File: src/rtl/barrel_shift_pipe_if.sv
// Stream bundle for barrel_shift_pipe: operand side and result side.
// Optional out_carry exists only when BARREL_SHIFT_PIPE_CARRY_EN is defined.
//   in_valid/in_ready/in_data/in_amt/in_mode : operand stream
//   out_valid/out_ready/out_data[/out_carry] : result stream
//   master : producer + consumer side, slave : shifter side
interface barrel_shift_pipe_if #(
    parameter int N = 8
);
    localparam int AW = $clog2(N);

    logic          in_valid;
    logic          in_ready;
    logic [N-1:0]  in_data;
    logic [AW-1:0] in_amt;
    logic [2:0]    in_mode;
    logic          out_valid;
    logic          out_ready;
    logic [N-1:0]  out_data;
`ifdef BARREL_SHIFT_PIPE_CARRY_EN
    logic          out_carry;
`endif

    modport master (
        output in_valid, in_data, in_amt, in_mode, out_ready,
`ifdef BARREL_SHIFT_PIPE_CARRY_EN
        input  out_carry,
`endif
        input  in_ready, out_valid, out_data
    );

    modport slave (
        input  in_valid, in_data, in_amt, in_mode, out_ready,
`ifdef BARREL_SHIFT_PIPE_CARRY_EN
        output out_carry,
`endif
        output in_ready, out_valid, out_data
    );
endinterface

File: src/rtl/barrel_shift_pipe.sv
// Pipelined barrel shifter: LSL, LSR, ASR, ROL, ROR, pass-through (modes 5..7).
// Stage s shifts by 2^s when amount bit s is set; one register per stage.
// Ports: clk, reset (async, active-high), bus (barrel_shift_pipe_if.slave).
// Optional macro BARREL_SHIFT_PIPE_CARRY_EN adds out_carry (last bit out).
module barrel_shift_pipe #(
    parameter  int N  = 8,
    localparam int AW = $clog2(N)
) (
    input  logic            clk,
    input  logic            reset,
    barrel_shift_pipe_if.slave bus
);
    localparam logic [2:0] M_LSL = 3'd0;
    localparam logic [2:0] M_LSR = 3'd1;
    localparam logic [2:0] M_ASR = 3'd2;
    localparam logic [2:0] M_ROL = 3'd3;
    localparam logic [2:0] M_ROR = 3'd4;

    // sign is the operand MSB captured at acceptance, used for ASR fill
    typedef struct packed {
        logic          valid;
        logic          sign;
`ifdef BARREL_SHIFT_PIPE_CARRY_EN
        logic          carry;
`endif
        logic [2:0]    mode;
        logic [AW-1:0] amt;
        logic [N-1:0]  data;
    } stage_t;

    stage_t        st  [AW];
    stage_t        src [AW];
    stage_t        nxt [AW];
    stage_t        in_beat;
    logic [AW-1:0] rdy;

    function automatic logic [N-1:0] shf(
        input logic [N-1:0] d,
        input logic [2:0]   m,
        input logic         sg,
        input int           sh
    );
        logic [N-1:0] r;
        r = d;
        case (m)
            M_LSL:   r = d << sh;
            M_LSR:   r = d >> sh;
            M_ASR:   r = (d >> sh) | ({N{sg}} << (N - sh));
            M_ROL:   r = (d << sh) | (d >> (N - sh));
            M_ROR:   r = (d >> sh) | (d << (N - sh));
            default: r = d;
        endcase
        return r;
    endfunction

`ifdef BARREL_SHIFT_PIPE_CARRY_EN
    // Partial shifts compose, so the last bit out of the final shifting
    // stage equals the last bit out of the whole shift.
    function automatic logic cout(
        input logic [N-1:0] d,
        input logic [N-1:0] r,
        input logic [2:0]   m,
        input int           sh
    );
        logic [N-1:0] t;
        logic         c;
        t = '0;
        c = 1'b0;
        case (m)
            M_LSL: begin
                t = d >> (N - sh);
                c = t[0];
            end
            M_LSR, M_ASR: begin
                t = d >> (sh - 1);
                c = t[0];
            end
            M_ROL:   c = r[0];
            M_ROR:   c = r[N-1];
            default: c = 1'b0;
        endcase
        return c;
    endfunction
`endif

    function automatic stage_t step(input stage_t b, input int s);
        stage_t        r;
        logic [AW-1:0] a;
        int            sh;
        r  = b;
        a  = b.amt >> s;
        sh = 1 << s;
        if (a[0] && b.mode <= M_ROR) begin
            r.data = shf(b.data, b.mode, b.sign, sh);
`ifdef BARREL_SHIFT_PIPE_CARRY_EN
            r.carry = cout(b.data, r.data, b.mode, sh);
`endif
        end
        return r;
    endfunction

    always_comb begin
        in_beat       = '0;
        in_beat.valid = bus.in_valid;
        in_beat.sign  = bus.in_data[N-1];
        in_beat.mode  = bus.in_mode;
        in_beat.amt   = bus.in_amt;
        in_beat.data  = bus.in_data;
    end

    always_comb begin
        src[0] = in_beat;
        for (int s = 1; s < AW; s++) begin
            src[s] = st[s-1];
        end
        for (int s = 0; s < AW; s++) begin
            nxt[s] = step(src[s], s);
        end
    end

    // an empty stage is always ready, so bubbles collapse under a stall
    always_comb begin
        logic r;
        r   = bus.out_ready;
        rdy = '0;
        for (int s = AW - 1; s >= 0; s--) begin
            r      = !st[s].valid || r;
            rdy[s] = r;
        end
    end

    // payload loads only with a valid beat, so idle inputs never enter
    always_ff @(posedge clk or posedge reset) begin
        if (reset) begin
            for (int s = 0; s < AW; s++) begin
                st[s] <= '0;
            end
        end else begin
            for (int s = 0; s < AW; s++) begin
                if (rdy[s]) begin
                    if (nxt[s].valid) begin
                        st[s] <= nxt[s];
                    end else begin
                        st[s].valid <= 1'b0;
                    end
                end
            end
        end
    end

    assign bus.in_ready  = rdy[0];
    assign bus.out_valid = st[AW-1].valid;
    assign bus.out_data  = st[AW-1].data;
`ifdef BARREL_SHIFT_PIPE_CARRY_EN
    assign bus.out_carry = st[AW-1].carry;
`endif
endmodule
File: src/flat_wrapper.sv
// flat-port wrapper written by rule: the top's interface ports become plain ports
module barrel_shift_pipe_flat 
#(
    parameter  int N  = 8,
    localparam int AW = $clog2(N)
)
  (clk, reset, bus_in_valid, bus_in_data, bus_in_amt, bus_in_mode, bus_out_ready, bus_in_ready, bus_out_valid, bus_out_data);
  barrel_shift_pipe_if #(.N(N)) bus_i ();
  input  logic clk;
  input  logic reset;
  input wire logic [$bits(bus_i.in_valid)-1:0] bus_in_valid;
  input wire logic [$bits(bus_i.in_data)-1:0] bus_in_data;
  input wire logic [$bits(bus_i.in_amt)-1:0] bus_in_amt;
  input wire logic [$bits(bus_i.in_mode)-1:0] bus_in_mode;
  input wire logic [$bits(bus_i.out_ready)-1:0] bus_out_ready;
  output wire logic [$bits(bus_i.in_ready)-1:0] bus_in_ready;
  output wire logic [$bits(bus_i.out_valid)-1:0] bus_out_valid;
  output wire logic [$bits(bus_i.out_data)-1:0] bus_out_data;
  assign bus_i.in_valid = bus_in_valid;
  assign bus_i.in_data = bus_in_data;
  assign bus_i.in_amt = bus_in_amt;
  assign bus_i.in_mode = bus_in_mode;
  assign bus_i.out_ready = bus_out_ready;
  assign bus_in_ready = bus_i.in_ready;
  assign bus_out_valid = bus_i.out_valid;
  assign bus_out_data = bus_i.out_data;
  barrel_shift_pipe #(.N(N)) u_core (.clk(clk), .reset(reset), .bus(bus_i));
endmodule
File: config.mk
export PLATFORM = sky130hd
export DESIGN_NAME = barrel_shift_pipe_flat
export DESIGN_NICKNAME = d
export VERILOG_FILES = /design/src/rtl/barrel_shift_pipe_if.sv /design/src/rtl/barrel_shift_pipe.sv /design/src/flat_wrapper.sv
export SDC_FILE = /design/constraint.sdc
export NUM_CORES = 1
export LEC_CHECK = 0
export CELL_PAD_IN_SITES_DETAIL_PLACEMENT = 0
export CELL_PAD_IN_SITES_GLOBAL_PLACEMENT = 2
export CORE_ASPECT_RATIO = 0.75
export CORE_UTILIZATION = 38
export CTS_BUF_LIST = sky130_fd_sc_hd__clkbuf_8
export DETAILED_ROUTE_END_ITERATION = 10
export GPL_ROUTABILITY_DRIVEN = 1
export PLACE_DENSITY = 0.84
export SYNTH_ARGS = -nofsm -noshare
export SYNTH_HDL_FRONTEND = slang
export SYNTH_SLANG_ARGS = --single-unit
File: constraint.sdc
create_clock -name clk -period 4.42 [get_ports clk]
set_clock_uncertainty 0.2 [all_clocks]
set_input_delay 1.326 -clock clk [delete_from_list [all_inputs] [get_ports clk]]
set_output_delay 1.326 -clock clk [all_outputs]
set_load 0.005 [all_outputs]
==> metrics list <==
- After the first detailed-routing iteration, the DRC count stood at 129.
- The die is 70.3 um tall.
- Buffers inserted during clock tree synthesis total 5.
- The endpoint identified for the worst register-to-register timing path is u_core.src[6].
- RR Startpoint: u_core.nxt[28]
- Of the post-synthesis cell area, the dominant cell type holds 40.3%.
- The worst setup path is captured at an output port.
* Vias after detailed routing: 2009
* Sum of negative setup slack: 0 ns
* Synthesized cell area: 2360 um2
- Final clock period utilization by the worst path: 90.4%
- Critical path startpoint category: input pin
* Slew margin rel.: 44.2%
- Dividing the detail-routed wire length by the instance count gives 15.8 um.
* Per-cell via count in the routed design: 5.64
- Hold crit path type: reg2reg
- The clock drives 38 sinks.
* Post-route setup slack: 0.423 ns
- Yosys mapped a number of flops with a built-in enable equal to 0.
* Max-cap check violation count: 0
* Tightest Pin Transition: 0.835 ns
* Area Overhead vs Synth: 15.1%
- Placed wire-length estimate: 4.14 mm
- Setup repair after global routing left no endpoint under its margin.
- At the worst endpoint, the arrival time is 2.47 ns.
- Fraction of registers with async set/reset: 100%
- Dominant cell type by area after synthesis: dfrtp_1
- The first global-routing pass estimated 9.42 mm of wire.
* WP data required: 2.89 ns
- The analysis attributes to cell leakage a power of 1.13 nW.
- Clock transition at the register clock pins on the worst setup and hold paths after CTS: 0.07 ns
* Starting density of the core: 39.9%
* Number of warnings reported in the yosys synthesis log: 0
* Clock tree from TritonCTS: yes
- Number of cell rows: 24
- Entering global routing, the biggest net connects 39 pins.
- The final layout contains 297 nets.
- # DRC: 0
* Pins over their slew limit: 0
* CTS max path bufs: 2
- Core area: 5920 um2
* Buffers inserted during post-CTS setup optimization: 0
- Count of antenna-violating nets left after detailed routing: 0
* Post-layout util: 46.0%
* Register-to-Register Path Depth: 4
* R2R setup slack: 2.35 ns
- Sequential share of the synthesized area: 40.3%
* Gp weighted congestion: 0.784
* Gate count after technology mapping: 263
* Mean area per synthesized cell: 8.98 um2
- Setup Viol. Count Final: 0
* Class of the most critical setup path: in2out
- Number of antenna violations at the first check in global routing: 0
* Register bit count reported by yosys: 38
- Number of hold violations in the final report: 0
- The H-tree generated during clock tree synthesis spans 2 levels.
- Final Routed Wirelength: 5.62 mm
- Of all nets on the critical path, the largest fanout is 3.
- Total routing resource utilization after global routing: 18.6%
- The run finished with clean final reports.
- The worst path needs 4.00 ns of the cycle, external delays included.
- Number of placed I/O pins: 28
- For this run, the top clock speed supported by timing is 0.250 GHz.
- Hold repair after CTS inserted 0 buffers.
* Overflow after GRT: 0
- Most common library cell in the layout ignoring fill and taps: nand2_1
* Power per cell area: 438 nW/um2
* Number of global-route vias before repair: 1794
* Cts repair resizes: 0
* IR drop worst, VDD: 0.187 mV
- The first detailed-routing pass took 4 iterations.
* Fraction of final layout cells with drive strength greater than 1: 11.5%
- Area of the die: 6540 um2
- Library cells used by synthesis: 44
- Post-layout power: 1.19 mW
* Main synth FF type: dfrtp_1
- Worst hold start: u_core.bus.out_data[2]
* Root cell of the clock tree: clkbuf_8
- From left edge to right edge, the die measures 93.0 um.
* Total inserted antenna cells: 0
- Top area cells in the synthesized netlist: dfrtp_1, nand2_1, mux2_2, o21ai_0, o41ai_2
- Clock insertion delay at the later pin of the skew report: 0.28 ns
- The worst hold path terminates at u_core.bus.out_data[2].
- Pre-CTS setup slack: 0.428 ns
* Net count after synthesis: 281
- Buffers placed on the I/O ports in this run total 27.
- Along the worst hold path, the cell count comes to 2.
- The library cells used most frequently in the layout, excluding fill and tap cells, are nand2_1, dfrtp_1, clkdlybuf4s50_1, nor2_1, o21ai_0.
sequential cells by signal, summed over array words and instances, names as in the netlist:
name and cells:
u_core.src 16, u_core.bus.out_data 8, u_core.nxt 13, u_core.bus.out_valid 1
worst max-delay path by stage:
stage | start | end | slack, ns | cells after the start
6_report | bus_out_ready | bus_in_ready | 0.42 | 3
5_1_grt | bus_out_ready | bus_in_ready | 0.35 | 3
4_1_cts | bus_out_ready | bus_in_ready | 0.42 | 3
3_5_place_dp | bus_out_ready | bus_in_ready | 0.43 | 3
3_3_place_gp | bus_out_ready | bus_in_ready | 0.43 | 3
2_1_floorplan | bus_out_ready | bus_in_ready | 1.37 | 1
report_power, final:
part	total, mW	switching, mW	internal [mW]
logic	0.391	0.167	0.224
clock network	0.238	0.118	0.120
registers	0.562	0.124	0.439
total	1.19	0.408	0.783
per-layer routing:
metal	vias to the layer above	wire length, um	GRT usage, %
met1	972	3170	31.0
met4	0	51	4.62
li1	990	-	-
met2	41	2180	23.3
met3	6	216	3.92
met5	-	0	0
worst max-delay path, stage by stage:
cell and delay (ns):
clkdlybuf4s50_1 0.48, nand4b_1 0.15, clkdlybuf4s50_1 0.52
final cells by class:
| cell class | count | area (um2) |
|---|---|---|
| clock buffer | 6 | 82.6 |
| fill | 581 | 3200 |
| inverter | 4 | 15.0 |
| multi-input combinational | 202 | 1290 |
| sequential | 38 | 951 |
| tap | 78 | 97.6 |
| timing repair buffer | 28 | 278 |
Yosys cell counts, types with 2 or more instances:
master     number
a21bo_2         4
a21oi_1        17
a22o_1          6
a22oi_1         6
a32o_1          2
and3_1          6
buf_2           9
buf_4           3
clkbuf_1        6
dfrtp_1        38
inv_1           4
maj3_1          2
mux2_2         11
nand2_1        40
nand2b_1        8
nand3_1         2
nand4b_1        2
nor2_1         25
nor2b_1         4
nor3_1          7
nor4b_1         3
o2111ai_1       2
o21a_1          2
o21ai_0        20
o22a_1          2
o22ai_1         5
o31ai_1         5
o41ai_2         6
cells by family after synthesis:
kind of cell	after synthesis	share of synthesized area, %
XOR/XNOR	4	2.12
multiplexers	13	6.14
AND/OR/NAND/NOR	104	21.2
adder cells (fa/ha/maj)	2	0.847
flip-flops	38	40.3
buffers and inverters	23	4.93
AO/OA/AOI/OAI	79	24.5
stage by stage:
stage	instance area, um2	hold slack [ns]	cells
3_5_place_dp	2640	0.270	350
5_1_grt	2720	0.305	356
3_3_place_gp	2640	0.265	350
2_1_floorplan	2360	0.257	263
6_report	2720	0.277	356
4_1_cts	2720	0.286	356
(Power assumes the default switching activity.)
